$ cat src/rtl/matriz_teclado_pkg.sv
`default_nettype none
// ============================================================================
// matriz_teclado_pkg : shared key-matrix types (scan FSM states, key code)
// Rev 1.0
// ============================================================================
package matriz_teclado_pkg;

    localparam int COORD_W = 3;

    typedef enum logic [1:0] {
        ST_IDLE = 2'd0,
        ST_SCAN = 2'd1,
        ST_EVAL = 2'd2
    } scan_state_t;

    typedef struct packed {
        logic [COORD_W-1:0] lin;
        logic [COORD_W-1:0] col;
    } key_code_t;

    // Row 7 does not exist on the 7-row grid, so 7/7 is free to mean "no key"
    localparam key_code_t KEY_NONE = key_code_t'(6'h3F);

    function automatic logic [1:0] hit_sat_add(input logic [1:0] a, input logic [1:0] b);
        logic [2:0] s;
        s = {1'b0, a} + {1'b0, b};
        return (s >= 3'd2) ? 2'd2 : s[1:0];
    endfunction

endpackage
`default_nettype wire

$ cat src/rtl/matriz_teclado_debounce.sv
`default_nettype none
// ============================================================================
// matriz_teclado_debounce : scan-to-scan candidate filter, release tracking and
// optional auto-repeat (KEY_REPEAT_EN).
// Rev 1.0
// ============================================================================
module matriz_teclado_debounce
    import matriz_teclado_pkg::*;
#(
    parameter int DEB_SCANS = 4
) (
    input  logic      clk,
    input  logic      clr_n,
    input  logic      stb_i,
    input  logic      flush_i,
    input  key_code_t cand_i,
    output logic      accept_o
);

    localparam int              MW         = $clog2(DEB_SCANS + 1);
    localparam logic [MW-1:0]   MATCH_FULL = MW'(DEB_SCANS);

    key_code_t       prev_q, prev_d;
    logic [MW-1:0]   match_q, match_d;
    logic            rel_q, rel_d;

`ifdef KEY_REPEAT_EN
    localparam int            RW        = $clog2(8 * DEB_SCANS + 1);
    localparam logic [RW-1:0] REP_FIRST = RW'(8 * DEB_SCANS);
    localparam logic [RW-1:0] REP_NEXT  = RW'(2 * DEB_SCANS);
    logic [RW-1:0] rep_q, rep_d;
    logic          rep_first_q, rep_first_d;
`endif

    always_comb begin
        prev_d   = prev_q;
        match_d  = match_q;
        rel_d    = rel_q;
        accept_o = 1'b0;
`ifdef KEY_REPEAT_EN
        rep_d       = rep_q;
        rep_first_d = rep_first_q;
`endif
        if (flush_i) begin
            prev_d  = KEY_NONE;
            match_d = '0;
`ifdef KEY_REPEAT_EN
            rep_d   = '0;
`endif
        end else if (stb_i) begin
            prev_d = cand_i;
            if (cand_i == prev_q)
                match_d = (match_q == MATCH_FULL) ? match_q : match_q + 1'b1;
            else
                match_d = MW'(1);
            if (match_d == MATCH_FULL) begin
                if (cand_i == KEY_NONE) begin
                    rel_d = 1'b1;
                end else if (rel_q) begin
                    accept_o = 1'b1;
                    rel_d    = 1'b0;
                end
            end
`ifdef KEY_REPEAT_EN
            // Repeat counts only while the accepted key stays the stable sole key
            if (accept_o) begin
                rep_d       = '0;
                rep_first_d = 1'b1;
            end else if (!rel_q && cand_i != KEY_NONE && match_d == MATCH_FULL) begin
                rep_d = rep_q + 1'b1;
                if (rep_d == (rep_first_q ? REP_FIRST : REP_NEXT)) begin
                    accept_o    = 1'b1;
                    rep_d       = '0;
                    rep_first_d = 1'b0;
                end
            end else begin
                rep_d = '0;
            end
`endif
        end
    end

    always_ff @(posedge clk or negedge clr_n) begin
        if (!clr_n) begin
            prev_q  <= KEY_NONE;
            match_q <= '0;
            rel_q   <= 1'b1;
        end else begin
            prev_q  <= prev_d;
            match_q <= match_d;
            rel_q   <= rel_d;
        end
    end

`ifdef KEY_REPEAT_EN
    always_ff @(posedge clk or negedge clr_n) begin
        if (!clr_n) begin
            rep_q       <= '0;
            rep_first_q <= 1'b1;
        end else begin
            rep_q       <= rep_d;
            rep_first_q <= rep_first_d;
        end
    end
`endif

endmodule
`default_nettype wire

$ cat src/rtl/matriz_teclado_scan_rx.sv
`default_nettype none
// ============================================================================
// matriz_teclado_scan_rx : column-scan keypad reader; one-hot active-low column
// drive, row sampling, debounce and valid/ack coordinate output.
// Optional auto-repeat via KEY_REPEAT_EN.  Rev 1.0
// ============================================================================
module matriz_teclado_scan_rx
    import matriz_teclado_pkg::*;
#(
    parameter int N_COL     = 8,
    parameter int N_LIN     = 7,
    parameter int SCAN_DIV  = 1000,
    parameter int DEB_SCANS = 4
) (
    input  logic               clk,
    input  logic               clr_n,
    input  logic               scan_en,
    output logic [N_COL-1:0]   k_col,
    input  logic [N_LIN-1:0]   k_line,
    output logic [2:0]         key_lin,
    output logic [2:0]         key_col,
    output logic               key_valid,
    input  logic               key_ack,
    output logic               key_ovf
);

    localparam int                 IDX_W    = $clog2(N_COL);
    localparam int                 DW       = $clog2(SCAN_DIV);
    localparam logic [IDX_W-1:0]   IDX_LAST = IDX_W'(N_COL - 1);
    localparam logic [DW-1:0]      DW_LAST  = DW'(SCAN_DIV - 1);
    localparam logic [N_COL-1:0]   COL_ONE  = N_COL'(1);

    scan_state_t         state_q;
    logic [IDX_W-1:0]    idx_q;
    logic [DW-1:0]       dwell_q;
    logic [1:0]          hits_q;
    key_code_t           cand_q;
    logic [N_COL-1:0]    k_col_q;
    logic                valid_q;
    logic [2:0]          lin_q;
    logic [2:0]          col_q;
    logic                ovf_q;

    logic [1:0]          w_row_hits;
    logic [COORD_W-1:0]  w_row_first;
    key_code_t           w_cand;
    logic                w_stb;
    logic                w_flush;
    logic                w_accept;

    // Lowest active row wins the coordinate; hits saturate at 2 (ambiguous)
    always_comb begin
        w_row_hits  = 2'd0;
        w_row_first = '0;
        for (int i = N_LIN - 1; i >= 0; i--) begin
            if (!k_line[i]) begin
                w_row_first = COORD_W'(i);
                w_row_hits  = hit_sat_add(w_row_hits, 2'd1);
            end
        end
    end

    assign w_cand  = (hits_q == 2'd1) ? cand_q : KEY_NONE;
    assign w_stb   = (state_q == ST_EVAL) && scan_en;
    assign w_flush = (state_q != ST_IDLE) && !scan_en;

    always_ff @(posedge clk or negedge clr_n) begin
        if (!clr_n) begin
            state_q <= ST_IDLE;
            idx_q   <= '0;
            dwell_q <= '0;
            hits_q  <= 2'd0;
            cand_q  <= KEY_NONE;
            k_col_q <= '1;
        end else begin
            case (state_q)
                ST_IDLE: begin
                    if (scan_en) begin
                        state_q <= ST_SCAN;
                        idx_q   <= '0;
                        dwell_q <= '0;
                        hits_q  <= 2'd0;
                        k_col_q <= ~COL_ONE;
                    end
                end
                ST_SCAN: begin
                    if (!scan_en) begin
                        state_q <= ST_IDLE;
                        idx_q   <= '0;
                        dwell_q <= '0;
                        hits_q  <= 2'd0;
                        k_col_q <= '1;
                    end else if (dwell_q == DW_LAST) begin
                        dwell_q <= '0;
                        hits_q  <= hit_sat_add(hits_q, w_row_hits);
                        if (hits_q == 2'd0 && w_row_hits != 2'd0)
                            cand_q <= '{lin: w_row_first, col: COORD_W'(idx_q)};
                        if (idx_q == IDX_LAST) begin
                            state_q <= ST_EVAL;
                            idx_q   <= '0;
                            k_col_q <= '1;
                        end else begin
                            idx_q   <= idx_q + 1'b1;
                            k_col_q <= ~(COL_ONE << (idx_q + 1'b1));
                        end
                    end else begin
                        dwell_q <= dwell_q + 1'b1;
                    end
                end
                ST_EVAL: begin
                    hits_q <= 2'd0;
                    if (scan_en) begin
                        state_q <= ST_SCAN;
                        k_col_q <= ~COL_ONE;
                    end else begin
                        state_q <= ST_IDLE;
                    end
                end
                default: begin
                    state_q <= ST_IDLE;
                    k_col_q <= '1;
                end
            endcase
        end
    end

    matriz_teclado_debounce #(
        .DEB_SCANS (DEB_SCANS)
    ) u_debounce (
        .clk      (clk),
        .clr_n    (clr_n),
        .stb_i    (w_stb),
        .flush_i  (w_flush),
        .cand_i   (w_cand),
        .accept_o (w_accept)
    );

    // A same-cycle ack frees the holding register for the new coordinate
    always_ff @(posedge clk or negedge clr_n) begin
        if (!clr_n) begin
            valid_q <= 1'b0;
            lin_q   <= 3'd0;
            col_q   <= 3'd0;
            ovf_q   <= 1'b0;
        end else if (w_accept) begin
            if (!valid_q || key_ack) begin
                valid_q <= 1'b1;
                lin_q   <= w_cand.lin;
                col_q   <= w_cand.col;
            end else begin
                ovf_q   <= 1'b1;
            end
        end else if (valid_q && key_ack) begin
            valid_q <= 1'b0;
        end
    end

    assign k_col     = k_col_q;
    assign key_valid = valid_q;
    assign key_lin   = lin_q;
    assign key_col   = col_q;
    assign key_ovf   = ovf_q;

endmodule
`default_nettype wire

$ cat config.mk
export PLATFORM = sky130hd
export DESIGN_NAME = matriz_teclado_scan_rx
export DESIGN_NICKNAME = d
export VERILOG_FILES = /design/src/rtl/matriz_teclado_pkg.sv /design/src/rtl/matriz_teclado_debounce.sv /design/src/rtl/matriz_teclado_scan_rx.sv
export SDC_FILE = /design/constraint.sdc
export NUM_CORES = 1
export LEC_CHECK = 0
export ABC_AREA = 1
export CAP_MARGIN = 40
export CORE_MARGIN = 4
export CORE_UTILIZATION = 55
export DETAILED_ROUTE_END_ITERATION = 6
export GPL_TIMING_DRIVEN = 1
export PLACE_DENSITY = 0.78
export SYNTH_ARGS = -nofsm -noshare
export SYNTH_HDL_FRONTEND = slang
export SYNTH_SLANG_ARGS = --single-unit
$ cat constraint.sdc
create_clock -name clk -period 2.3 [get_ports clk]
set_clock_uncertainty 0.2 [all_clocks]
set_input_delay 0.23 -clock clk [delete_from_list [all_inputs] [get_ports clk]]
set_output_delay 0.23 -clock clk [all_outputs]
set_load 0.02 [all_outputs]
==> results of run 1 <==
-- per-stage QoR --
step	TNS [ns]	area [µm²]	hold slack, ns
after floorplan	-0.341	3010	-0.266
after global placement	-2.31	3500	0.0580
after detailed placement	-2.90	3500	0.0667
after CTS	-0.217	3680	0.274
after global routing	-0.383	3780	0.280
final	-0.155	3780	0.241
-- sequential cells by signal, summed over array words and instances, names as in the netlist --
name                count
u_debounce.match_q      3
key_valid               1
u_debounce.prev_q       6
u_debounce.rel_q        1
cand_q                  6
key_ovf                 1
dwell_q                10
state_q                 2
key_lin                 3
key_col                 3
hits_q                  2
idx_q                   3
k_col                   8
-- kinds of logic (layout without fill, tap and decap cells) --
kind of cell / count (synthesis) / in the layout
AO/OA/AOI/OAI: 45 / 45
XOR/XNOR: 4 / 4
adder cells (fa/ha/maj): 16 / 16
buffers and inverters: 62 / 123
flip-flops: 49 / 49
AND/OR/NAND/NOR: 188 / 188
-- worst register-to-register path: stages (launching register included) --
cell and delay (ns):
dfrtp_1 0.69, inv_4 0.06, nor2_4 0.10, nand2_1 0.11, nand2_1 0.09, nand2_2 0.07, nor2_4 0.12, nand4_2 0.15
nor2_4 0.15, nand4_4 0.12, nand2_1 0.09, nand2_1 0.05
-- layout make-up --
type / instances / area, µm² / share of cell area, %
flip-flops and latches: 49 / 1250 / 33.1
clock buffers: 6 / 72.6 / 1.92
inverters: 59 / 244 / 6.46
multi-input cells: 253 / 1570 / 41.5
repair buffers: 56 / 517 / 13.7
clock inverters: 2 / 38.8 / 1.03
well taps: 70 / 87.6 / 2.32
-- metal layers --
| metal | wire length (µm) | track usage [%] |
|---|---|---|
| met1 | 2720 | 24.2 |
| met2 | 3290 | 38.0 |
| met3 | 189 | 3.51 |
| met4 | 101 | 6.08 |
| met5 | 0 | 0 |
-- cells in the final DEF (no fill, tap or decap), types with 3 or more instances in the layout --
cell type,instances
nand3_1,19
clkbuf_8,5
nor2_4,6
o22ai_1,3
inv_1,48
nor3_1,5
nand2_2,9
dfrtp_1,28
o21ai_0,15
buf_12,3
nand3_2,8
dfstp_2,21
nor2_1,23
clkdlybuf4s50_1,21
a21oi_1,9
ha_1,11
buf_4,27
a22oi_1,4
nand4_1,12
inv_2,6
nand2_1,93
xor2_1,4
-- report_power, final --
| group | total, mW | internal, mW | switching (mW) |
|---|---|---|---|
| registers | 1.04 | 0.959 | 0.0854 |
| clock network | 0.617 | 0.327 | 0.291 |
| logic | 0.839 | 0.337 | 0.502 |
| total | 2.50 | 1.62 | 0.878 |
-- worst paths after layout --
path,from,end,cells after the start
worst max-delay path,k_line[5],hits_q[0]$_DFFE_PN0P_,19
worst min-delay path,k_line[4],cand_q[3]$_DFFE_PN1P_,7
worst max register to register,hits_q[0]$_DFFE_PN0P_,key_lin[0]$_DFFE_PN0P_,11
worst min register to register,k_col[0]$_DFFE_PN1P_,k_col[0]$_DFFE_PN1P_,2
max in group asynchronous,clr_n,k_col[1]$_DFFE_PN1P_,3
min in group asynchronous,clr_n,idx_q[0]$_DFFE_PN0P_,2
-- timing repair --
action,4_1_cts,5_1_grt
buffers inserted,7,3
hold buffers,1,0
endpoints found under the setup margin,2,2
hold endpoints to repair,12,0
cloned,0,0
resized for setup,13,25
pin swaps,13,12
==> impl_metrics.yaml, run 1 <==
detailed_routing:
  wl_mm: 6.29
  drcViolationCount: 0
  routed-via-count: 2569
  detail-route-antenna-nets: 0
  wl_per_cell_um: 12.7
  drt_iter0_markers: 143
  drtPass1Iterations: 4
  vias_per_cell: 5.19
layout:
  diodes: 0
  fill_cells: 380
  syn2layout_area_growth_pct: 27.1
  drive_gt1_share_pct: 26.6
  fin_cells: 495
  final_net_count: 451
  final_core_util_pct: 73.1
timing:
  rsz0062_at_grt: "yes"
  worst_pin_slew_ns: 0.567
  setup_ws_ns: -0.135
  relSlewSlack_pct: 62.2
  setup_viol: 2
  drv_slew: 0
  max_freq_mhz: 411
  layout_worst_path_cycle_share_pct: 106
  fin_crit_ns: 2.44
  hold_violations: 0
worst_hold_path:
  hp-class: "primary input to flip-flop"
yosys:
  synth_top_family_by_area: "simple AND/OR/NAND/NOR gates"
  synth_compound_area_share_pct: 9.47
  yosysUniqueCellTypes: 44
  yosysTopAreaCell: "dfrtp_1"
  synth.top_cell.area_share_pct: 23.6
  yosysWarningCount: 0
  synth_xor_xnor_area_share_pct: 1.18
  ys.flop_type: "dfrtp_1"
  ys_async_sr_fraction_pct: 100
  synth_mux_area_share_pct: 0
  synth_adder_area_share_pct: 6.98
  ys_seq_area_share_pct: 42.1
  syn_area_mm2: 0.00297
  synth_common_cells: "95 x nand2_1, 52 x inv_1, 28 x dfrtp_1, 24 x nand3_1, 24 x nor2_1"
  synth_seq_cells: 49
  synth-edff-count: 0
  synth-simple-area-share_pct: 32.0
  synthCells: 364
  ys_top_cells_by_area: "dfrtp_1 24%, dfstp_2 19%, nand2_1 12%"
  yosysMostFrequentCell: "nand2_1"
  syn_nets: 391
  post_synth.cell_area_avg_um2: 8.17
global_route:
  grt_max_degree: 26
  antenna_found_initial: 0
  grt-ovfl-total: 0
  grt_pass1_wl_mm: 10.7
  grtUsageTotal_pct: 20.6
  grt_pass1_vias: 2485
power:
  p_leak_nw: 1.85
  ir_drop_mv: 0.348
  p_total_mw: 2.50
  p_per_area_mw_per_mm2: 662
critical_path:
  critical_path_arrival_ns: 2.46
  path_common_cell: "nand2_1"
  critPathLaunchType: "primary input"
  crit_buf_inv: 5
  worst_path_largest_cell_delay_ns: 0.48
  worstPathRequired_ns: 2.32
  rrSetupSlack_ns: 0.21
  cpLargestDelayFamily: "adder cells"
  slowest_stage: "fa_1"
  path_cells: "buf_12 -> inv_12 -> ha_4 -> inv_2 -> nand2_4 -> o21ai_4 -> nand3_2 -> nand3_2 -> a21oi_2 -> inv_1 -> nand2_1 -> nand2_1 -> nand2_1 -> inv_1 -> ha_2 -> fa_1 -> nor3_1 -> a21oi_1 -> a21oi_1"
  setup.worst_path.end_class: "flip-flop"
  worstPathMaxFanout: 3
  crit_type: "primary input to flip-flop"
outcome:
  violations: "negative setup slack"
  status: "complete, but fails checks"
placed_design:
  dpl.cell_count: 477
  place_congestion: 0.850
  place_hpwl_mm: 4.79
  pre_cts_slack_ns: -0.948
  portBuffers: 26
clock_tree:
  clock_latency_ns: 0.31
  cts.sinks: 49
  path_clk_slew_ns: 0.08
  cts_buffer_depth: 2
  cts_tree: "done"
  root_buffer: "clkbuf_8"
  htreeDepth: 2
  cts_inserted_buffers: 5
floorplanning:
  die_area_mm2: 0.00665
  fp.dieH_um: 81.5
  ios: 27
  rows: 26
  core_mm2: 0.00517
  initial_utilization_pct: 57.5
  die_w_um: 81.5
flow_run:
  max_cap_violations: 0
(Power assumes the default switching activity.)
==> inputs of run 2 (changes only) <==
- PLACE_DENSITY: 0.78 -> not set
- PLACE_DENSITY_LB_ADDON: not set -> 0.25
==> impl_metrics.yaml, run 2 (same netlist as run 1, synthesis figures left out) <==
timing:
  setup-tns-final_ns: -0.182
  fin_crit_ns: 2.43
  layout_worst_path_cycle_share_pct: 106
  worst_pin_slew_ns: 0.606
  drv_slew: 0
  relSlewSlack_pct: 59.6
  hold_violations: 0
  setup_viol: 2
  max_freq_mhz: 411
  setup_ws_ns: -0.133
  rsz0062_at_grt: "yes"
placed_design:
  place_congestion: 0.872
  place_hpwl_mm: 4.68
  portBuffers: 26
  dpl.cell_count: 476
layout:
  drive_gt1_share_pct: 27.4
  layout_common_cells: "91 x nand2_1, 46 x inv_1, 28 x dfrtp_1, 22 x nor2_1, 22 x buf_4"
  diodes: 0
  final_net_count: 445
  layout.cells.most_common: "nand2_1"
  largest_reg_flops: 10
  fin_cells: 489
  largest-register: "dwell_q"
  syn2layout_area_growth_pct: 25.9
flow_run:
  max_cap_violations: 0
critical_path:
  critPathLaunchType: "primary input"
  crit_type: "primary input to flip-flop"
  setup.worst_path.end_class: "flip-flop"
  worstPathRequired_ns: 2.33
  worstPathMaxFanout: 4
  critical_path_arrival_ns: 2.46
detailed_routing:
  detail-route-antenna-nets: 0
  routed-via-count: 2606
  drt_iter0_markers: 117
  drtPass1Iterations: 7
  wl_per_cell_um: 12.9
  vias_per_cell: 5.33
  wl_mm: 6.31
  drcViolationCount: 0
power:
  ir_drop_mv: 0.353
  p_per_area_mw_per_mm2: 668
  p_leak_nw: 1.82
clock_tree:
  cts_buffer_depth: 2
  path_clk_slew_ns: 0.09
  cts_tree: "done"
  clock_latency_ns: 0.30
  cts_inserted_buffers: 5
  cts.sinks: 49
  root_buffer: "clkbuf_8"
  htreeDepth: 2
outcome:
  violations: "negative setup slack"
  status: "complete, but fails checks"
floorplanning:
  core_mm2: 0.00517
  initial_utilization_pct: 57.5
  fp.dieH_um: 81.5
  die_area_mm2: 0.00665
  die_w_um: 81.5
  rows: 26
  ios: 27
global_route:
  grtUsageTotal_pct: 20.7
  grt-ovfl-total: 0
  grt_max_degree: 29
  antenna_found_initial: 0
  grt_pass1_vias: 2550
  grt_pass1_wl_mm: 10.9
worst_hold_path:
  hp-class: "primary input to flip-flop"
==> run 2: cell count changes in the layout (fill, tap and decap cells not counted), sizes merged <==
cell  delta
buf      -6
==> run 2: worst max-delay path, stage by stage <==
cell and delay (ns):
buf_12 0.11, buf_4 0.13, ha_2 0.19, o21ai_4 0.18, nand3_2 0.14, nand3_2 0.09, nand2_2 0.06, nand2_2 0.12
nand3_2 0.07, nand2_1 0.08, nand2_1 0.06, inv_2 0.06, ha_4 0.12, fa_2 0.44, nor3_2 0.16, a21oi_1 0.08
a21oi_1 0.13
==> run 2: power breakdown <==
| group | leakage [nW] | internal, mW | switching (mW) | total [mW] |
|---|---|---|---|---|
| registers | 0.603 | 0.959 | 0.0874 | 1.05 |
| clock network | 0.0554 | 0.327 | 0.289 | 0.615 |
| logic | 1.16 | 0.335 | 0.505 | 0.839 |
==> run 2: worst paths after layout <==
check,endpoint,depth (start not counted),start,slack (ns)
setup / recovery,hits_q[0]$_DFFE_PN0P_,17,k_line[5],-0.13
hold / removal,cand_q[3]$_DFFE_PN1P_,8,k_line[5],0.17
setup reg to reg,key_col[1]$_DFFE_PN0P_,9,hits_q[0]$_DFFE_PN0P_,0.13
hold reg to reg,cand_q[4]$_DFFE_PN1P_,2,cand_q[4]$_DFFE_PN1P_,0.27
max in group asynchronous,cand_q[1]$_DFFE_PN1P_,3,clr_n,1.08
min in group asynchronous,key_lin[0]$_DFFE_PN0P_,2,clr_n,0.22
==> run 2: area by class of cell <==
| class | instances | area (µm²) |
|---|---|---|
| clock buffer | 6 | 72.6 |
| clock inverter | 2 | 38.8 |
| fill | 392 | 1430 |
| inverter | 59 | 244 |
| multi-input combinational | 253 | 1590 |
| sequential | 49 | 1250 |
| tap | 70 | 87.6 |
| timing repair buffer | 50 | 463 |
==> run 2: per-layer routing <==
layer / track usage [%] / wire length (µm) / share of wire [%] / up-vias
li1: - / - / - / 1295
met1: 24.2 / 2750 / 44 / 1223
met4: 7.77 / 120 / 1.9 / 0
met2: 37.6 / 3190 / 51 / 71
met5: 0 / 0 / 0 / -
met3: 3.73 / 248 / 3.9 / 17
==> run 2: what timing repair did <==
action | CTS | global route
hold endpoints to repair | 12 | 0
gates resized for setup | 15 | 28
pin swaps | 13 | 16
buffers inserted | 5 | 0
hold buffers | 1 | 0
endpoints found under the setup margin | 2 | 9
==> run 2: metrics by stage <==
step	setup slack [ns]	instance area (µm²)	util (%)	power (mW)	hold WS, ns
floorplan	-0.201	3010	-	1.58	-0.266
global placement	-0.836	3490	67.5	1.82	0.0205
detailed placement	-0.969	3490	67.5	1.85	0.0204
CTS	-0.158	3670	70.9	2.49	0.225
global route	-0.190	3740	72.4	2.66	0.224
finish	-0.133	3740	72.4	2.50	0.173
